[config.mk]
export PLATFORM = sky130hd
export DESIGN_NAME = branch_resolve_unit
export DESIGN_NICKNAME = d
export VERILOG_FILES = /design/src/rtl/bru_pkg.sv /design/src/rtl/bru_meta_reg.sv /design/src/rtl/branch_resolve_unit.sv
export SDC_FILE = /design/constraint.sdc
export NUM_CORES = 1
export LEC_CHECK = 0
export CORE_MARGIN = 3
export CORE_UTILIZATION = 45
export CTS_BUF_LIST = sky130_fd_sc_hd__clkbuf_2 sky130_fd_sc_hd__clkbuf_4 sky130_fd_sc_hd__clkbuf_8
export DETAILED_ROUTE_END_ITERATION = 10
export PLACE_DENSITY = 0.73
export SLEW_MARGIN = 20
export SYNTH_ARGS = -nofsm -noshare
export SYNTH_HDL_FRONTEND = slang
export SYNTH_SLANG_ARGS = --single-unit
[constraint.sdc]
create_clock -name clk -period 3 [get_ports clk]
set_input_delay 0.6 -clock clk [delete_from_list [all_inputs] [get_ports clk]]
set_output_delay 0.6 -clock clk [all_outputs]
set_load 0.05 [all_outputs]
[src/rtl/bru_pkg.sv]
// Shared types and BTB command encodings for the branch resolve unit.
package bru_pkg;

    localparam int BRU_XLEN = 32;

    localparam logic [1:0] BTB_NOP    = 2'b00;
    localparam logic [1:0] BTB_UPDATE = 2'b10;
    localparam logic [1:0] BTB_INVAL  = 2'b01;

    typedef struct packed {
        logic                valid;
        logic [BRU_XLEN-1:0] pc;
        logic                hit;
        logic [BRU_XLEN-1:0] pre_pc;
    } pred_meta_t;

endpackage

[src/rtl/bru_meta_reg.sv]
// One pipeline stage of prediction metadata; flush clears valid even while stalled.
module bru_meta_reg
    import bru_pkg::*;
(
    input  logic       clk,
    input  logic       rst,
    input  logic       stall,
    input  logic       flush,
    input  pred_meta_t meta_in,
    output pred_meta_t meta_out
);

    pred_meta_t meta_d;
    pred_meta_t meta_q;

    always_comb begin
        meta_d = meta_q;
        if (!stall) begin
            meta_d = meta_in;
        end
        if (flush) begin
            meta_d.valid = 1'b0;
        end
    end

    always_ff @(posedge clk) begin
        if (rst) begin
            meta_q <= '0;
        end else begin
            meta_q <= meta_d;
        end
    end

    assign meta_out = meta_q;

endmodule

[src/rtl/branch_resolve_unit.sv]
// Carries BTB predictions to EX, resolves them, and drives redirect/flush,
// BTB update commands and prediction statistics.
module branch_resolve_unit
    import bru_pkg::*;
#(
    parameter int XLEN  = BRU_XLEN,
    parameter int CNT_W = 32
) (
    input  logic             clk,
    input  logic             rst,
    input  logic             stall,
    input  logic [XLEN-1:0]  if_pc,
    input  logic             if_btb_hit,
    input  logic [XLEN-1:0]  if_pre_pc,
    input  logic             ex_is_branch,
    input  logic             ex_taken,
    input  logic [XLEN-1:0]  ex_target,
    output logic             redirect,
    output logic [XLEN-1:0]  redirect_pc,
    output logic             flush,
    output logic [1:0]       btb_cmd,
    output logic [XLEN-1:0]  btb_update_pc,
    output logic [XLEN-1:0]  btb_update_target,
    output logic [CNT_W-1:0] branch_cnt,
    output logic [CNT_W-1:0] mispredict_cnt
);

    pred_meta_t if_meta;
    pred_meta_t id_meta;
    pred_meta_t ex_meta;

    logic             resolve;
    logic             mis;
    logic [1:0]       cmd_calc;
    logic [XLEN-1:0]  target_calc;
    logic [XLEN-1:0]  seq_pc;

    logic             done_d, done_q;
    logic [1:0]       cmd_d, cmd_q;
    logic [XLEN-1:0]  upd_pc_d, upd_pc_q;
    logic [XLEN-1:0]  upd_tgt_d, upd_tgt_q;
    logic [CNT_W-1:0] br_cnt_d, br_cnt_q;
    logic [CNT_W-1:0] mis_cnt_d, mis_cnt_q;

    always_comb begin
        if_meta.valid  = 1'b1;
        if_meta.pc     = if_pc;
        if_meta.hit    = if_btb_hit;
        if_meta.pre_pc = if_pre_pc;
    end

    bru_meta_reg u_id_reg (
        .clk      (clk),
        .rst      (rst),
        .stall    (stall),
        .flush    (flush),
        .meta_in  (if_meta),
        .meta_out (id_meta)
    );

    bru_meta_reg u_ex_reg (
        .clk      (clk),
        .rst      (rst),
        .stall    (stall),
        .flush    (flush),
        .meta_in  (id_meta),
        .meta_out (ex_meta)
    );

    assign resolve = ex_meta.valid && !done_q;
    assign seq_pc  = ex_meta.pc + XLEN'(4);

    always_comb begin
        mis         = 1'b0;
        cmd_calc    = BTB_NOP;
        target_calc = ex_target;
        if (ex_is_branch) begin
            if (ex_meta.hit && ex_taken && (ex_target != ex_meta.pre_pc)) begin
                mis      = 1'b1;
                cmd_calc = BTB_UPDATE;
            end else if (ex_meta.hit && !ex_taken) begin
                mis         = 1'b1;
                cmd_calc    = BTB_INVAL;
                target_calc = seq_pc;
            end else if (!ex_meta.hit && ex_taken) begin
                mis      = 1'b1;
                cmd_calc = BTB_UPDATE;
            end
        end else if (ex_meta.hit) begin
            // a BTB hit on a non-branch is an alias: drop the entry, fall through
            mis         = 1'b1;
            cmd_calc    = BTB_INVAL;
            target_calc = seq_pc;
        end
    end

    assign redirect    = resolve && mis;
    assign redirect_pc = target_calc;
    assign flush       = redirect;

    always_comb begin
        done_d    = done_q;
        cmd_d     = BTB_NOP;
        upd_pc_d  = upd_pc_q;
        upd_tgt_d = upd_tgt_q;
        br_cnt_d  = br_cnt_q;
        mis_cnt_d = mis_cnt_q;
        if (resolve) begin
            done_d = 1'b1;
            cmd_d  = cmd_calc;
            if (cmd_calc != BTB_NOP) begin
                upd_pc_d  = ex_meta.pc;
                upd_tgt_d = target_calc;
            end
            if (ex_is_branch) begin
                br_cnt_d = br_cnt_q + CNT_W'(1);
            end
            if (mis) begin
                mis_cnt_d = mis_cnt_q + CNT_W'(1);
            end
        end
        // EX loads a fresh record on every unstalled edge
        if (!stall) begin
            done_d = 1'b0;
        end
    end

    always_ff @(posedge clk) begin
        if (rst) begin
            done_q    <= 1'b0;
            cmd_q     <= BTB_NOP;
            upd_pc_q  <= '0;
            upd_tgt_q <= '0;
            br_cnt_q  <= '0;
            mis_cnt_q <= '0;
        end else begin
            done_q    <= done_d;
            cmd_q     <= cmd_d;
            upd_pc_q  <= upd_pc_d;
            upd_tgt_q <= upd_tgt_d;
            br_cnt_q  <= br_cnt_d;
            mis_cnt_q <= mis_cnt_d;
        end
    end

    assign btb_cmd           = cmd_q;
    assign btb_update_pc     = upd_pc_q;
    assign btb_update_target = upd_tgt_q;
    assign branch_cnt        = br_cnt_q;
    assign mispredict_cnt    = mis_cnt_q;

endmodule
==> metrics.md, run 1 <==
| Metric | Value |
|---|---|
| Reg2reg start | u_ex_reg.meta_out[23] |
| Post-synthesis net count | 1338 |
| Die Y | 165 um |
| Sequential element share of the synthesized area | 46.2% |
| GRT Residual Overflow | 0 |
| CP startpoint | ex_target[26] |
| Port Buf Inserts | 265 |
| Register Area | 5290 sq um |
| Syn-to-layout area delta | 45.1% |
| Setup Skew | 13.4 ps |
| DIE WIDTH | 165 um |
| Worst r2r path cells | 13 |
| Cells after Synth | ~1200 |
| RSZ-0062 raised after global routing | true |
| Post-synth top flop | dfxtp_1 |
| First-pass GRT wire length | between 50 and 60 mm |
| CP required | 2400 ps |
| Most common cell in the netlist | dfxtp_1 |
| Multi-input logic area | around 6000 sq um |
| Cell Count, Final, Fillers Out | 1946 |
| Placed cell count | 1840 |
| CP delay by family, top | buffers and inverters |
| CTS root buf | clkbuf_8 |
| Worst-Skew Late Latency | ~540 ps |
| Initial Utilization | 46.3% |
| Setup violators final | 32 |
| Vias in the first global route | 10001 |
| Setup crit end kind | primary output |
| Largest net degree at the start of global routing | 67 |
| Initial antenna violation count | 10 |
| Setup slack, reg-to-reg | approximately 360 ps |
| Worst path cell trace | dlygate4sd2_1 -> xnor2_1 -> nand4_1 -> nor4_4 -> nand2_2 -> a21oi_4 -> buf_12 -> buf_12 -> mux2_4 -> buf_6 |
| CTS tree | yes |
| Worst setup path endpoint | redirect_pc[29] |
| Core area | 24600 sq um |
| Async S/R FF share, synth | 0% |
| Peak VDD IR | between 0.3 and 0.4 mV |
| Count of maximum capacitance violations | 0 |
| Distinct cell type count after synthesis | 53 |
| Top cells by count, synth | 263 x dfxtp_1, 204 x nor2_1, 133 x mux2i_1 |
| Levels on crit path | 10 |
| Vias per cell | 5.17 |
| Final WL | 35.3 mm |
| Die ar. | 27300 sq um |
| Slowest cell on the critical path | nor4_4 |
| Post-Syn Area | roughly 11000 sq um |
| Crit path time final | 3320 ps |
| Pwr dens | 483 nW/um^2 |
| Synth area leaders | dfxtp_1 46%, mux2i_1 12%, nor2_1 6.7% |
| CTS sink cnt | 263 |
| Fillcell total | 1945 |
| DP HPWL | roughly 25 mm |
| Layout cell share with drive strength beyond 1 | 20.7% |
| Slew headroom | 59.9% |
| Synth warn | 0 |
| R2R Path End | mispredict_cnt[4] |
| Status | finished with violations |
| WP buf/inv | 4 |
| Crit path max fanout | 6 |
| Critical path class | in2out |
| Violations in the final reports | negative setup slack |
| Total GRT Usage | about a quarter |
| Total power | 7.99 mW |
| H-tree levels | 2 |
| Worst-Margin Slew | 599 ps |
| Io pins | 266 |
| Hold WC Path Type | reg2reg |
| Yosys top cell area share | 46.2% |
| TritonCTS buffer count | 45 |
| Max Root-Sink Buffers | 3 |
| Mapped Avg Cell Area | 9.27 sq um |
| Drt wl/cell | 18.1 um |
| DR iter-0 viols | 719 |
| Leakage power | 6.89 nW |
| Number of flops mapped to enable cells by yosys | 0 |
| Gpl congestion | 0.852 |
| Post-place setup slack | -664 ps |
| Clk slew on worst S/H paths | 60 ps |
| Synthesized flop and latch total | 263 |
| Area leader, netlist | dfxtp_1 |
| CP Data Arrival Time | 2720 ps |
| Layout Nets | approximately 1700 |
| Worst setup margin | -325 ps |
| Final period utilization | 111% |
| DR DRC count | 0 |
| CP most frequent cell | buf_12 |
| Antenna-violating nets left | 0 |
| Critical Path Source Type | input port |
| Slowest stage delay, CP | 350 ps |
| TritonRoute pass-1 iters | 5 |
| Max Slew Vio Count | 0 |
| DR vias | between 10000 and 15000 |
| Fmax | 0.301 GHz |
| Fin. Hold Viols | 0 |
| Row cnt | 57 |
## how the worst min path moves through the flow
stage | from | to | slack [ps] | cells past startpoint
after floorplan | u_ex_reg.meta_out[33] | btb_update_pc[0] | 440 | 2
after global placement | btb_update_pc[25] | btb_update_pc[25] | 440 | 2
after detailed placement | btb_update_pc[16] | btb_update_pc[16] | 450 | 2
after CTS | btb_update_pc[16] | btb_update_pc[16] | 450 | 2
after global routing | btb_update_pc[29] | btb_update_pc[29] | 470 | 2
final | btb_update_pc[16] | btb_update_pc[16] | 450 | 2
## metal layers
metal	track usage (%)	share of wire, %
met1	30.6	41
met2	41.9	47
met3	8.01	8.3
met4	11.6	4.3
met5	0	0.20
## layout make-up
| class | instances | share of cell area [%] |
|---|---|---|
| Tap cell | 324 | 2.45 |
| Antenna cell | 4 | 0.0605 |
| Timing Repair Buffer | 380 | 23.0 |
| Sequential cell | 263 | 32.0 |
| Inverter | 21 | 0.477 |
| Multi-Input combinational cell | 876 | 36.3 |
| Clock inverter | 5 | 0.151 |
| Clock buffer | 73 | 5.55 |
## kinds of logic after synthesis
| kind of cell | Yosys count | share of synthesized area, % |
|---|---|---|
| fa+ha+maj | 6 | 0.659 |
| buf+inv | 91 | 3.56 |
| xor+xnor | 92 | 7.07 |
| compound gates | 127 | 6.86 |
| simple gates | 487 | 20.9 |
| mux | 164 | 14.7 |
| flops | 263 | 46.2 |
## cells in the final DEF (no fill, tap or decap), types with 15 or more instances in the layout
master	netlist	final
a21o_1	22	22
a21oi_1	60	58
buf_12	0	15
buf_4	8	97
buf_6	3	15
buf_8	0	23
clkbuf_8	0	60
clkdlybuf4s50_1	0	196
dfxtp_1	263	246
dfxtp_2	0	17
dlygate4sd2_1	0	28
inv_1	21	19
mux2_4	0	25
mux2i_1	133	132
nand2_1	105	100
nand3_1	31	30
nand4_1	21	21
nor2_1	204	201
nor3b_1	29	29
xnor2_1	61	55
xor2_1	31	31
## power by group
| group | switching [mW] | internal, mW |
|---|---|---|
| clock | 1.43 | 1.92 |
| sequential | 0.0678 | 3.59 |
| combinational | 0.511 | 0.469 |
## sequential cells by signal, summed over array words and instances (netlist names)
register           cells
btb_update_target     32
u_id_reg.meta_out     66
btb_update_pc         32
u_ex_reg.meta_out     66
done_q                 1
mispredict_cnt        32
branch_cnt            32
btb_cmd                2
## worst register-to-register path: cells and delay by family (launching register included)
family,cells,cell delay (ps)
compound gates,3,510
simple gates,3,660
flops,1,320
buf+inv,6,840
xor+xnor,1,180
## stage by stage
step	utilization, %	hold WS (ps)	instance area (sq um)	setup TNS (ps)
after floorplan	-	441	11400	0
after global placement	60.5	442	14900	-24770
after detailed placement	60.5	446	14900	-32070
after CTS	67.0	454	16500	-11550
after global routing	67.2	474	16500	-11090
final	67.2	451	16500	-9510
## repair_timing
item,in CTS,in global routing
cloned,3,0
resized for setup,150,34
setup buffers,18,8
pin swaps,21,21
hold buffers,0,0
endpoints found under the setup margin,34,34
Power figures use the tool's default switching activity.
==> inputs of run 2 (changes only) <==
SKIP_LAST_GASP = 1   (was default)
==> results of run 2 <==
Same layout as run 1: the final DEF is identical, and so are final timing and power.
==> inputs of run 3 (changes only) <==
CORE_ASPECT_RATIO = 1.75   (was default)
CORE_UTILIZATION = 25   (was 45)
PLACE_DENSITY = default   (was 0.73)
==> run 3 against run 2 <==
Utilization fell by 29 points. The run still ends with negative setup slack left. Non-clock buffer count rose by 18. Combinational power barely moved. Die area rose by 77%. Global-route usage fell by 8.7 points. Maximum frequency fell by 2.4%. Cell area rose by 2.3%. Count of clock-buffer cells in the layout fell by 8.
==> metrics.md, run 3 (synthesized netlist as in run 1, its figures left out) <==
| Metric | Value |
|---|---|
| Slew headroom | 53.1% |
| WP buf/inv | 6 |
| Crit path max fanout | 7 |
| Row cnt | 102 |
| Io pins | 266 |
| DR iter-0 viols | 410 |
| Most frequent cells in the layout | 258 x dfxtp_1, 200 x nor2_1, 198 x clkdlybuf4s50_1 |
| DR DRC count | 0 |
| Final WL | 42.3 mm |
| DP HPWL | 32.3 mm |
| Final period utilization | 114% |
| RSZ-0062 raised after global routing | true |
| Initial Utilization | between 20% and 30% |
| Hold WC Path Type | reg2reg |
| Max Root-Sink Buffers | 3 |
| Setup violators final | 32 |
| Initial antenna violation count | 9 |
| Fillcell total | about 4500 |
| TritonRoute pass-1 iters | 4 |
| CTS root buf | clkbuf_8 |
| Total Neg Setup Slack | -12160 ps |
| Violations in the final reports | negative setup slack |
| CP Data Arrival Time | 2810 ps |
| DIE WIDTH | 167 um |
| Status | finished with violations |
| CP delay by family, top | buffers and inverters |
| Crit path time final | 3410 ps |
| Vias in the first global route | 10356 |
| Worst-Skew Late Latency | around 570 ps |
| Worst path cell trace | dlygate4sd2_1 -> xnor2_2 -> buf_4 -> nand4_1 -> nor4_1 -> buf_4 -> nand2_4 -> a21oi_4 -> buf_12 -> buf_12 -> mux2_4 -> buf_8 |
| Slowest stage delay, CP | about 330 ps |
| First-pass GRT wire length | 62.5 mm |
| CP required | 2400 ps |
| Drt wl/cell | 19.1 um |
| Gpl congestion | 0.852 |
| Critical Path Source Type | input port |
| Core area | 44700 sq um |
| Count of maximum capacitance violations | 0 |
| H-tree levels | 2 |
| Fmax | about 0.29 GHz |
| Die ar. | 48300 sq um |
| Largest net degree at the start of global routing | 62 |
| Most common cell after layout, fill and taps aside | dfxtp_1 |
| Register Area | roughly 5300 sq um |
| Die Y | 288 um |
| TritonCTS buffer count | 43 |
| Total GRT Usage | approximately 17% |
| Port Buf Inserts | 265 |
| Util after Layout | 37.9% |
| Pwr dens | 483 nW/um^2 |
| Final instance area | 16900 sq um |
| Fin. Hold Viols | 0 |
| Slowest cell on the critical path | mux2_4 |
| Cell Count, Final, Fillers Out | 2215 |
| GRT Residual Overflow | 0 |
| Peak VDD IR | 0.303 mV |
| Layout cell share with drive strength beyond 1 | 20.2% |
| Setup Skew | 28.5 ps |
| Worst-Margin Slew | roughly 700 ps |
| Layout Nets | around 1700 |
| Critical path class | in2out |
| Setup crit end kind | primary output |
| Area after DPL | 15400 sq um |
| Placed cell count | approximately 2100 |
| Multi-input logic area | 5930 sq um |
| CTS sink cnt | 263 |
| Setup slack, reg-to-reg | ~260 ps |
| Leakage power | 6.93 nW |
| Antenna-violating nets left | 0 |
| DR vias | 10068 |
| Syn-to-layout area delta | 48.5% |
| CTS tree | yes |
| Vias per cell | 4.55 |
| Clk slew on worst S/H paths | 60 ps |
| Max Slew Vio Count | 0 |
| Worst setup margin | -406 ps |
[run 3: changes by cell type in the layout (fill, tap and decap cells not counted), moves of 5 or more]
cell        delta
buf_4         +18
buf_8          -5
clkbuf_8       -8
clkinvlp_4     +5
dfxtp_1       +12
dfxtp_2       -12
nand2_2        -5
[run 3: worst paths after layout]
path	from	end	cells after the start
max reg2reg	u_ex_reg.meta_out[9]	btb_update_target[18]	11
min	btb_update_pc[9]	btb_update_pc[9]	2
max	ex_target[31]	redirect_pc[4]	12
min reg2reg	btb_update_pc[9]	btb_update_pc[9]	2
[run 3: timing repair]
| item | in CTS | in global routing |
|---|---|---|
| gates cloned | 3 | 1 |
| hold buffers | 0 | 0 |
| buffers inserted | 12 | 2 |
| resized for setup | 121 | 25 |
| pin swaps | 14 | 6 |
| setup endpoints to repair | 34 | 34 |
[run 3: layout make-up]
class,instances,share of cell area [%]
Tap cell,572,4.23
Sequential cell,263,31.1
Antenna cell,6,0.0887
Timing Repair Buffer,398,23.3
Clock buffer,65,4.77
Multi-Input combinational cell,876,35.0
Clock inverter,14,0.932
Inverter,21,0.466
[run 3: where the power goes]
part / switching (mW) / internal [mW]
registers: 0.0638 / 3.59
clock network: 1.53 / 1.99
logic: 0.532 / 0.469
total: 2.13 / 6.05
[run 3: stage by stage]
step | setup slack [ps] | total power, mW | hold slack, ps
4_1_cts | -491 | 8.30 | 440
6_report | -406 | 8.18 | 455
5_1_grt | -548 | 8.52 | 478
3_5_place_dp | -840 | 4.67 | 448
3_3_place_gp | -770 | 4.66 | 443
2_1_floorplan | 53.4 | 4.23 | 441
[run 3: layer usage]
layer | part of all wire [%] | global-route usage [%] | routed length (um)
met5 | 0 | 0 | 0
met1 | 37 | 17.8 | 15700
met3 | 4.7 | 3.18 | 1980
met2 | 53 | 32.3 | 22600
met4 | 4.6 | 7.08 | 1960
[run 3: worst reg2reg max path, delay by kind of cell (launching register included)]
family                    cells  cell delay (ps)
AOI/OAI and AO/OA             2              200
xor gates and xnor gates      1              220
buffers and inverters         4              710
and+or+nand+nor               4             1210
DFF                           1              340
